## src/rtl/pulse_train.sv

```systemverilog
// Programmable burst pulse generator: emits num pulses of period clocks each,
// with out high for the first high clocks of every period.
module pulse_train #(
  parameter int DW = 16
) (
  input  logic          clk,
  input  logic          nreset,
  input  logic          start,
  input  logic          stop,
  input  logic [DW-1:0] period,
  input  logic [DW-1:0] high,
  input  logic [DW-1:0] num,
  output logic          out,
  output logic          busy,
  output logic          done,
  output logic [DW-1:0] remaining,
  output logic [1:0]    dbg_state_o
);

  // Handshake: start is taken only in IDLE (stop has priority); busy is high for
  // every RUN cycle; done is a single-cycle pulse after a normal finish; stop in
  // RUN aborts with no done pulse.
  typedef enum logic [1:0] {
    IDLE = 2'd0,
    RUN  = 2'd1,
    DONE = 2'd2
  } state_t;

  state_t        state_q, state_d;
  logic [DW-1:0] period_q, period_d;
  logic [DW-1:0] high_q, high_d;
  logic [DW-1:0] num_q, num_d;
  logic [DW-1:0] phase_q, phase_d;
  logic [DW-1:0] remaining_q, remaining_d;
  logic          out_q, out_d;
  logic          busy_q, busy_d;
  logic          done_q, done_d;
  logic [DW-1:0] p_last;
  logic [DW-1:0] phase_inc;

  // period=0 behaves as period=1, so both wrap at phase 0.
  assign p_last    = (period_q == '0) ? '0 : period_q - DW'(1);
  assign phase_inc = phase_q + DW'(1);

  always_comb begin
    state_d     = state_q;
    period_d    = period_q;
    high_d      = high_q;
    num_d       = num_q;
    phase_d     = phase_q;
    remaining_d = remaining_q;
    out_d       = 1'b0;
    busy_d      = 1'b0;
    done_d      = 1'b0;
    case (state_q)
      IDLE: begin
        if (start && !stop) begin
          period_d    = period;
          high_d      = high;
          num_d       = num;
          phase_d     = '0;
          remaining_d = num;
          state_d     = RUN;
          busy_d      = 1'b1;
          out_d       = (high != '0);
        end
      end
      RUN: begin
        if (stop) begin
          state_d = IDLE;
          phase_d = '0;
        end else if (phase_q == p_last) begin
          phase_d = '0;
          busy_d  = 1'b1;
          out_d   = (high_q != '0);
          if (num_q != '0) begin
            remaining_d = remaining_q - DW'(1);
            if (remaining_q == DW'(1)) begin
              state_d = DONE;
              busy_d  = 1'b0;
              out_d   = 1'b0;
              done_d  = 1'b1;
            end
          end
        end else begin
          phase_d = phase_inc;
          busy_d  = 1'b1;
          out_d   = (phase_inc < high_q);
        end
      end
      DONE: begin
        state_d = IDLE;
      end
      default: begin
        state_d = IDLE;
      end
    endcase
  end

  always_ff @(posedge clk or negedge nreset) begin
    if (!nreset) begin
      state_q     <= IDLE;
      period_q    <= '0;
      high_q      <= '0;
      num_q       <= '0;
      phase_q     <= '0;
      remaining_q <= '0;
      out_q       <= 1'b0;
      busy_q      <= 1'b0;
      done_q      <= 1'b0;
    end else begin
      state_q     <= state_d;
      period_q    <= period_d;
      high_q      <= high_d;
      num_q       <= num_d;
      phase_q     <= phase_d;
      remaining_q <= remaining_d;
      out_q       <= out_d;
      busy_q      <= busy_d;
      done_q      <= done_d;
    end
  end

  assign out         = out_q;
  assign busy        = busy_q;
  assign done        = done_q;
  assign remaining   = remaining_q;
  assign dbg_state_o = state_q;

endmodule

```

## config.mk

```make
export PLATFORM = sky130hd
export DESIGN_NAME = pulse_train
export DESIGN_NICKNAME = d
export VERILOG_FILES = /design/src/rtl/pulse_train.sv
export SDC_FILE = /design/constraint.sdc
export NUM_CORES = 1
export LEC_CHECK = 0
export CAP_MARGIN = 30
export CORE_MARGIN = 3
export CORE_UTILIZATION = 50
export DETAILED_ROUTE_END_ITERATION = 10
export DONT_BUFFER_PORTS = 1
export SYNTH_ARGS = -nofsm -noshare
export SYNTH_HDL_FRONTEND = slang
export SYNTH_SLANG_ARGS = --single-unit
```

## constraint.sdc

```tcl
create_clock -name clk -period 6.8 [get_ports clk]
set_clock_uncertainty 0.05 [all_clocks]
set_input_delay 1.02 -clock clk [delete_from_list [all_inputs] [get_ports clk]]
set_output_delay 1.02 -clock clk [all_outputs]
set_load 0.02 [all_outputs]
```

# Word level (Yosys, flattened, before mapping)
# Index checks and enable logic that the tools add are counted.
[word_totals] out_inout_bits=21 elab_cells=68 inputBits=52 regBits=85
[classes] order_cmp=1 reduce_logical=12 eq_ne=10 n_mux=33 add_sub_neg=3
[op_table] operator="two-way mux 16 bit" n=8
[op_table] operator="one-hot mux 16 bit (2 select lines)" n=2
[op_table] operator="nonzero test 16 bit" n=3
[op_table] operator="subtractor 16 x 1 -> 16 bit, second input constant" n=2
[op_table] operator="adder 16 x 1 -> 16 bit, second input constant" n=1
[op_table] operator="== test 16 x 1 -> 1 bit, second input constant" n=1
[op_table] operator="== test 16 bit" n=1
[op_table] operator="zero test 16 bit" n=1
[op_table] operator="< comparator 16 bit" n=1
[op_table] operator="two-way mux 1 bit" n=15
[op_table] operator="two-way mux 2 bit" n=5
[op_table] operator="inequality test 3 bit, second input constant" n=3
[op_table] operator="inequality test 2 bit, second input constant" n=4
[op_table] operator="AND reduction 5 bit" n=1
[op_table] operator="one-hot mux 1 bit (2 select lines)" n=2
[op_table] operator="one-hot mux 2 bit (2 select lines)" n=1
[op_table] operator="AND reduction 2 bit" n=2
[op_table] operator="AND reduction 4 bit" n=1
[op_table] operator="== test 2 x 1 -> 1 bit, second input constant" n=1
[op_table] operator="zero test 2 bit" n=1
[op_table] operator="nonzero test 2 bit" n=1
[op_table] operator="logical AND 1 bit" n=1
[op_table] operator="zero test 1 bit" n=1

# Longest topological paths before layout
# Gate-level depths: netlist of the first run.
[depth] ltp_word=6 depth_mapped=15 ltp_nobuf=14

# Worst setup path after synthesis of the first run
# OpenSTA, ideal clock, no wires.
[synth_path] path_type="flip-flop to flip-flop" from="register period_q[0]" to="register remaining_q[2] (netlist: remaining[2])" stages_incl_launch_ff=15 path_slack_ns=3.452 setup_time_ns=0.120 path_buffers=4 arrival_time_ns=3.177 cell_sequence="dfrtp_1 -> inv_1 -> ha_1 -> or4b_2 -> or4_1 -> buf_2 -> buf_6 -> nor3_1 -> o32a_1 -> o211a_1 -> and4_1 -> buf_2 -> buf_6 -> nand3_1 -> o211a_1"
[synth_between] elab_chain_len=5 word_cells_on_any_way=6 classes_between="add/sub: 1; eq/ne: 2; mux: 1; reduce/logical: 2"
[synth_rtl] element="start: declaration" line_no="30" rtl="logic [DW-1:0] period_q, period_d;"
[synth_rtl] element="start signal: assignment" line_no="113" rtl="period_q <= period_d;"
[synth_rtl] element="subtractor 16 x 1 -> 16 bit or zero test 16 bit (tied branches)" line_no="42" rtl="assign p_last = (period_q == '0) ? '0 : period_q - DW'(1);"
[synth_rtl] element="two-way mux 16 bit *" line_no="42"
[synth_rtl] element="== test 16 bit *" line_no="72" rtl="end else if (phase_q == p_last) begin"
[synth_rtl] element="inequality test 2 bit (no line) *"
[synth_rtl] element="AND reduction 5 bit (no line) *"
[synth_rtl] element="end signal: assignment" line_no="117" rtl="remaining_q <= remaining_d;"
[synth_rtl] element="end: declaration" line_no="34" rtl="logic [DW-1:0] remaining_q, remaining_d;"
# Every way passes the cells marked *; elsewhere a longest branch is shown, timed or not.
# A chain may end at the register's enable or synchronous reset.

# Worst setup path after layout of the first run
[layout_path] from="register period_q[0]" to="register phase_q[10]"
[layout_between] elab_chain_len=6 word_cells_on_any_way=7 classes_between="add/sub: 1; eq/ne: 1; mux: 4; reduce/logical: 1"
[layout_rtl] element="subtractor 16 x 1 -> 16 bit or zero test 16 bit (tied branches)" line_no="42"
[layout_rtl] element="two-way mux 16 bit *" line_no="42"
[layout_rtl] element="== test 16 bit *" line_no="72"
[layout_rtl] element="two-way mux 16 bit *" line_no="72"
[layout_rtl] element="two-way mux 16 bit *" line_no="69" rtl="if (stop) begin"
[layout_rtl] element="one-hot mux 16 bit (2 select lines) *" line_no="55" rtl="case (state_q)"
[layout_rtl] element="end signal: assignment" line_no="116" rtl="phase_q <= phase_d;"
[layout_rtl] element="end: declaration" line_no="33" rtl="logic [DW-1:0] phase_q, phase_d;"
# Marked as above.

==> flow_summary.toml, run 1 <==
[routing]
ant_nets = 0
drt-pass1-iter-count = 5
via_count = 4429
post_drt_wl_per_cell_um = 18.6
drc = 0
drtIter0Drc = 219
routed_wl_mm = 13.6
viasPerCell = 6.08

[synthesis]
async_flop_share_pct = 100
ys_seq_area_share_pct = 41.0
synth_nets = 686
synth_edf_count = 0
ys_top_cells_by_count = "nand2_1 (138), dfrtp_1 (85), nor2_1 (41)"
synth_xor_area_share_pct = 4.89
synth-simple-area-share_pct = 28.6
synth.largest_area_cell = "dfrtp_1"
synth_area_per_cell_um2 = 8.44
synth_seq_cells = 85
yosysWarnings = 0
synth_top_family_by_area = "simple AND/OR/NAND/NOR gates"
synthMuxAreaShare_pct = 0.988
synthTopCellsByArea = "dfrtp_1 (41%), nand2_1 (10%), ha_1 (4.6%)"
synth_cell_types = 65
synth_compound_area_share_pct = 15.0
postSynthCellCount = 615
yosysMostFrequentCell = "nand2_1"
netlist_area_um2 = 5190
ys.flop_type = "dfrtp_1"
synthAdderAreaFrac_pct = 4.58
yosysTopAreaCellShare_pct = 41.0

[critical_path]
critPathCaptureType = "flop"
cp-start-kind = "flop"
worstPathArrival_ps = 4310
r2r_end = "phase_q[10]"
reg2reg_from = "period_q[0]"
crit_required_ps = 7060
critPathKind = "reg2reg"
reg2reg_slack_ps = 2750
reg2reg_depth = 11
critPathMaxFanout = 15

[die]
start_util_pct = 52.1
die_area_um2 = 11600
core-area_um2 = 9950
die_y_um = 108
placementRows = 36
io_pins = 73
die_w_um = 108

[timing]
drv_slew = 0
min_period_over_period_pct = 59.6
relSlewSlack_pct = 27.9
rsz0062_at_grt = "no"
setup_tns_ps = 0
fin_crit_ps = 4050
setup_viol = 0
max_freq_ghz = 0.247
hold_violations = 0
worst_slew_pin_slew_ps = 1080
setup_ws_ps = 2750

[global_routing]
grt_usage_pct = 24.7
grt_pass1_vias = 4344
overflow = 0
grt_max_degree = 86
grt_pass1_wl_mm = 22.2
antenna_found_initial = 0

[clocking]
clock_latency_ps = 380
cts_tree = "yes"
clk_path_buf_depth = 2
cts_buffers = 9
htree_levels = 3
cts.repair.resized = 0
root_buffer = "clkbuf_8"
clk_pin_slew_ps = 80
cts.sinks = 85
cts_setup_buffers = 0
cts-hold-fix-buffers = 0

[run]
maxCapViolCount = 0

[power]
max-vdd-ir-drop_mv = 0.191
p_leak_uw = 0.00240
power.density_nw_per_um2 = 250

[cells_and_area]
final_core_util_pct = 53.9
fillers = 969
stdcell_area_um2 = 5370
layout.nets = 662
diodes = 0
layout-area-overhead-vs-synth_pct = 3.45
drive_gt1_share_pct = 4.53

[placed_design]
gp_congestion = 0.838
dp_slack_ps = 2770
place_area_um2 = 5200
io_buffers = 0
dp_hpwl_mm = 9.85

[min_path]
hp-class = "in2async"

[status]
outcome = "completed"
-- layout make-up --
cell class | instances | area (µm²) | area share [%]
Clock buffer | 12 | 135 | 2.52
Clock inverter | 4 | 25.0 | 0.466
Inverter | 23 | 86.3 | 1.61
Multi-Input combinational cell | 470 | 2810 | 52.4
Sequential cell | 85 | 2130 | 39.6
Tap cell | 133 | 166 | 3.10
Timing Repair Buffer | 2 | 15.0 | 0.280
-- layout by cell type, fill, tap and decap left out, types with 12 or more instances in the layout --
cell type / n
nand3_1: 21
or4_1: 12
ha_1: 19
dfrtp_1: 85
nor4_1: 18
inv_1: 23
o21ai_0: 39
nor3_1: 18
a22o_1: 13
nand2_1: 138
xnor2_1: 18
nor2_1: 41
-- per-stage QoR --
stage	power, µW	cells	hold WS, ps
global route	1430	729	254
CTS	1350	728	255
floorplan	941	615	396
global placement	1020	712	412
finish	1340	729	283
detailed placement	1030	712	414
-- power by group --
part	leakage, µW	switching, µW	internal, µW	total, µW
registers	0.00107	126	585	711
logic	0.00126	185	129	314
clock network	0.0000764	185	132	316
-- critical path: stages, from the launching register on --
cell	delay [ps]
dfrtp_1	410
inv_1	100
ha_1	240
or4b_2	630
or4_1	680
nand4_1	210
o21ai_1	80
o32a_1	340
o211a_1	150
and4_1	350
nor2_2	500
a22o_1	230
-- flip-flops by register name (all words and copies together) (netlist names) --
name         cells
num_q           16
dbg_state_o      2
out              1
phase_q         16
period_q        16
remaining       16
high_q          16
done             1
busy             1
-- worst max path at each step --
stage,start,cells past startpoint,slack [ps],end
2_1_floorplan,period_q[0],14,3450,remaining[2]
4_1_cts,period_q[0],11,2750,phase_q[5]
3_5_place_dp,period_q[0],11,2770,phase_q[5]
5_1_grt,period_q[0],11,2490,phase_q[11]
6_report,period_q[0],11,2750,phase_q[10]
3_3_place_gp,period_q[0],11,2860,phase_q[3]
-- cell families (layout without fill, tap and decap cells) --
group,after synthesis,in the layout
buffers and inverters,60,41
AND/OR/NAND/NOR,304,304
AO/OA/AOI/OAI,113,113
XOR/XNOR,29,29
flip-flops,85,85
multiplexers,5,5
adder cells (fa/ha/maj),19,19
-- metal layers --
metal	vias up	track usage (%)	share of wire, %
li1	2122	-	-
met1	2128	33.9	45
met2	163	38.7	46
met3	16	7.50	7.9
met4	0	4.87	1.1
met5	-	0	0
Power figures use the tool's default switching activity.
==> run 2: changes to the inputs <==
--- a/config.mk
+++ b/config.mk
@@ -10,6 +10,7 @@
 export CORE_UTILIZATION = 50
 export DETAILED_ROUTE_END_ITERATION = 10
 export DONT_BUFFER_PORTS = 1
+export PLACE_DENSITY = 0.68
 export SYNTH_ARGS = -nofsm -noshare
 export SYNTH_HDL_FRONTEND = slang
 export SYNTH_SLANG_ARGS = --single-unit
==> constraint.sdc (replaced) <==
create_clock -name clk -period 3.7 [get_ports clk]
set_clock_uncertainty 0.05 [all_clocks]
set_input_delay 0.555 -clock clk [delete_from_list [all_inputs] [get_ports clk]]
set_output_delay 0.555 -clock clk [all_outputs]
set_load 0.02 [all_outputs]
==> run 2 against run 1 <==
  * Design area is 4.4% higher
  * Critical endpoint is now busy
  * Clock power is 140% higher
  * Core utilization is 2.4 points higher
  * Fmax is 15% higher
==> flow_summary.toml, run 2 (same netlist as run 1, synthesis figures left out) <==
[die]
die_y_um = 108
start_util_pct = 52.1
io_pins = 73
die_w_um = 108
core-area_um2 = 9950
die_area_um2 = 11600
placementRows = 36

[placed_design]
dp_hpwl_mm = 9.78
dp.cells = 726
gp_congestion = 0.930
dp_slack_ps = 7.81
io_buffers = 0

[critical_path]
cp_slowest_cell = "or4b_2"
cp_num_buf_inv = 3
critPathTopFamily = "simple AND/OR/NAND/NOR gates"
critPathMaxFanout = 8
cp-start-kind = "flop"
critPathCaptureType = "flop"
worst_path_largest_cell_delay_ps = 640
path_cells = "inv_1 -> ha_1 -> or4b_2 -> or4_4 -> buf_4 -> o32ai_4 -> nor3_2 -> nor3_2 -> nand4_4 -> buf_4 -> o21ai_0 -> nand2_1"
critPathKind = "reg2reg"
crit_required_ps = 3860
worstPathArrival_ps = 3690

[clocking]
cts_buffers = 9
cts_tree = "yes"
cts.sinks = 85
clock_latency_ps = 360
clk_path_buf_depth = 2
htree_levels = 3
clk_pin_slew_ps = 90
root_buffer = "clkbuf_8"

[timing]
relSlewSlack_pct = 27.5
drv_slew = 0
hold_violations = 0
worst_slew_pin_slew_ps = 1080
rsz0062_at_grt = "yes"
max_freq_ghz = 0.283
setup_viol = 0
fin_crit_ps = 3530
setup_ws_ps = 167
min_period_over_period_pct = 95.5

[cells_and_area]
fillers = 904
multi_input_area_um2 = 2840
final_common_cell = "nand2_1"
finalNonFillerCells = 745
diodes = 0
mostFrequentLayoutCells = "nand2_1 (138), dfrtp_1 (85), nor2_1 (41), o21ai_0 (39), inv_1 (23)"
regArea_um2 = 2130
final_core_util_pct = 56.3
layout-area-overhead-vs-synth_pct = 7.96
layout.nets = 678
drive_gt1_share_pct = 8.01

[global_routing]
grt_usage_pct = 24.0
overflow = 0
grt_max_degree = 86
antenna_found_initial = 0
grt_pass1_vias = 4492
grt_pass1_wl_mm = 22.1

[routing]
post_drt_wl_per_cell_um = 17.9
viasPerCell = 6.04
drc = 0
drtIter0Drc = 309
ant_nets = 0
via_count = 4502
routed_wl_mm = 13.4
drt-pass1-iter-count = 5

[run]
maxCapViolCount = 0

[power]
power.density_nw_per_um2 = 481
p_leak_uw = 0.00254
max-vdd-ir-drop_mv = 0.228

[min_path]
hp-class = "in2async"

[status]
outcome = "completed"
[run 2: cell types whose count changed in the layout (fill, tap and decap cells not counted), moves of 2 or more]
cell	before	now
buf_4	2	17
clkinv_2	2	0
nor3_2	2	4
clkinvlp_4	2	0
nor3_1	18	16
bufinv_16	0	2
[run 2: final timing paths]
kind / startpoint / end / slack, ps / cells after the start
min in group clk: period[3] / period_q[3] / 250 / 2
max in group asynchronous: nreset / num_q[4] / 3230 / 1
worst max register to register: period_q[0] / busy / 170 / 12
worst min register to register: num_q[4] / num_q[4] / 430 / 2
worst max-delay path: period_q[0] / busy / 170 / 12
worst min-delay path: nreset / phase_q[5] / 30 / 1
[run 2: final cells by class]
class                   instances  area share [%]
multi-input cells             470            50.7
repair buffers                 18            2.77
clock inverters                 4            1.43
clock buffers                  12            2.59
inverters                      23            1.54
well taps                     133            2.97
flip-flops and latches         85            38.0
[run 2: layer usage]
| metal | wire [µm] | track usage [%] | up-vias |
|---|---|---|---|
| met5 | 0 | 0 | - |
| met4 | 284 | 8.66 | 0 |
| met3 | 706 | 5.28 | 23 |
| met2 | 6350 | 37.9 | 126 |
| met1 | 6020 | 32.6 | 2187 |
| li1 | - | - | 2166 |
[run 2: what timing repair did]
action / in CTS / in global routing
hold buffers: 1 / 0
buffers inserted: 0 / 2
hold endpoints to repair: 85 / 0
endpoints found under the setup margin: 14 / 31
gates resized for setup: 1 / 7
[run 2: power breakdown]
group,switching (µW),internal (µW)
combinational,371,261
clock,357,406
sequential,224,1080
total,952,1740
[run 2: per-stage QoR]
step	hold WS, ps	TNS (ps)	total power (µW)	cell area [µm²]
4_1_cts	59.9	0	2700	5560
5_1_grt	54.0	-10.3	2870	5600
3_3_place_gp	213	0	1890	5310
3_5_place_dp	214	0	1920	5310
6_report	34.3	0	2690	5600
2_1_floorplan	209	0	1730	5190
[run 2: worst register-to-register path: stages, from the launching register on]
cell and delay [ps]:
dfrtp_1 410, inv_1 90, ha_1 180, or4b_2 640, or4_4 490, buf_4 200
o32ai_4 210, nor3_2 80, nor3_2 240, nand4_4 210, buf_4 220, o21ai_0 300
nand2_1 90
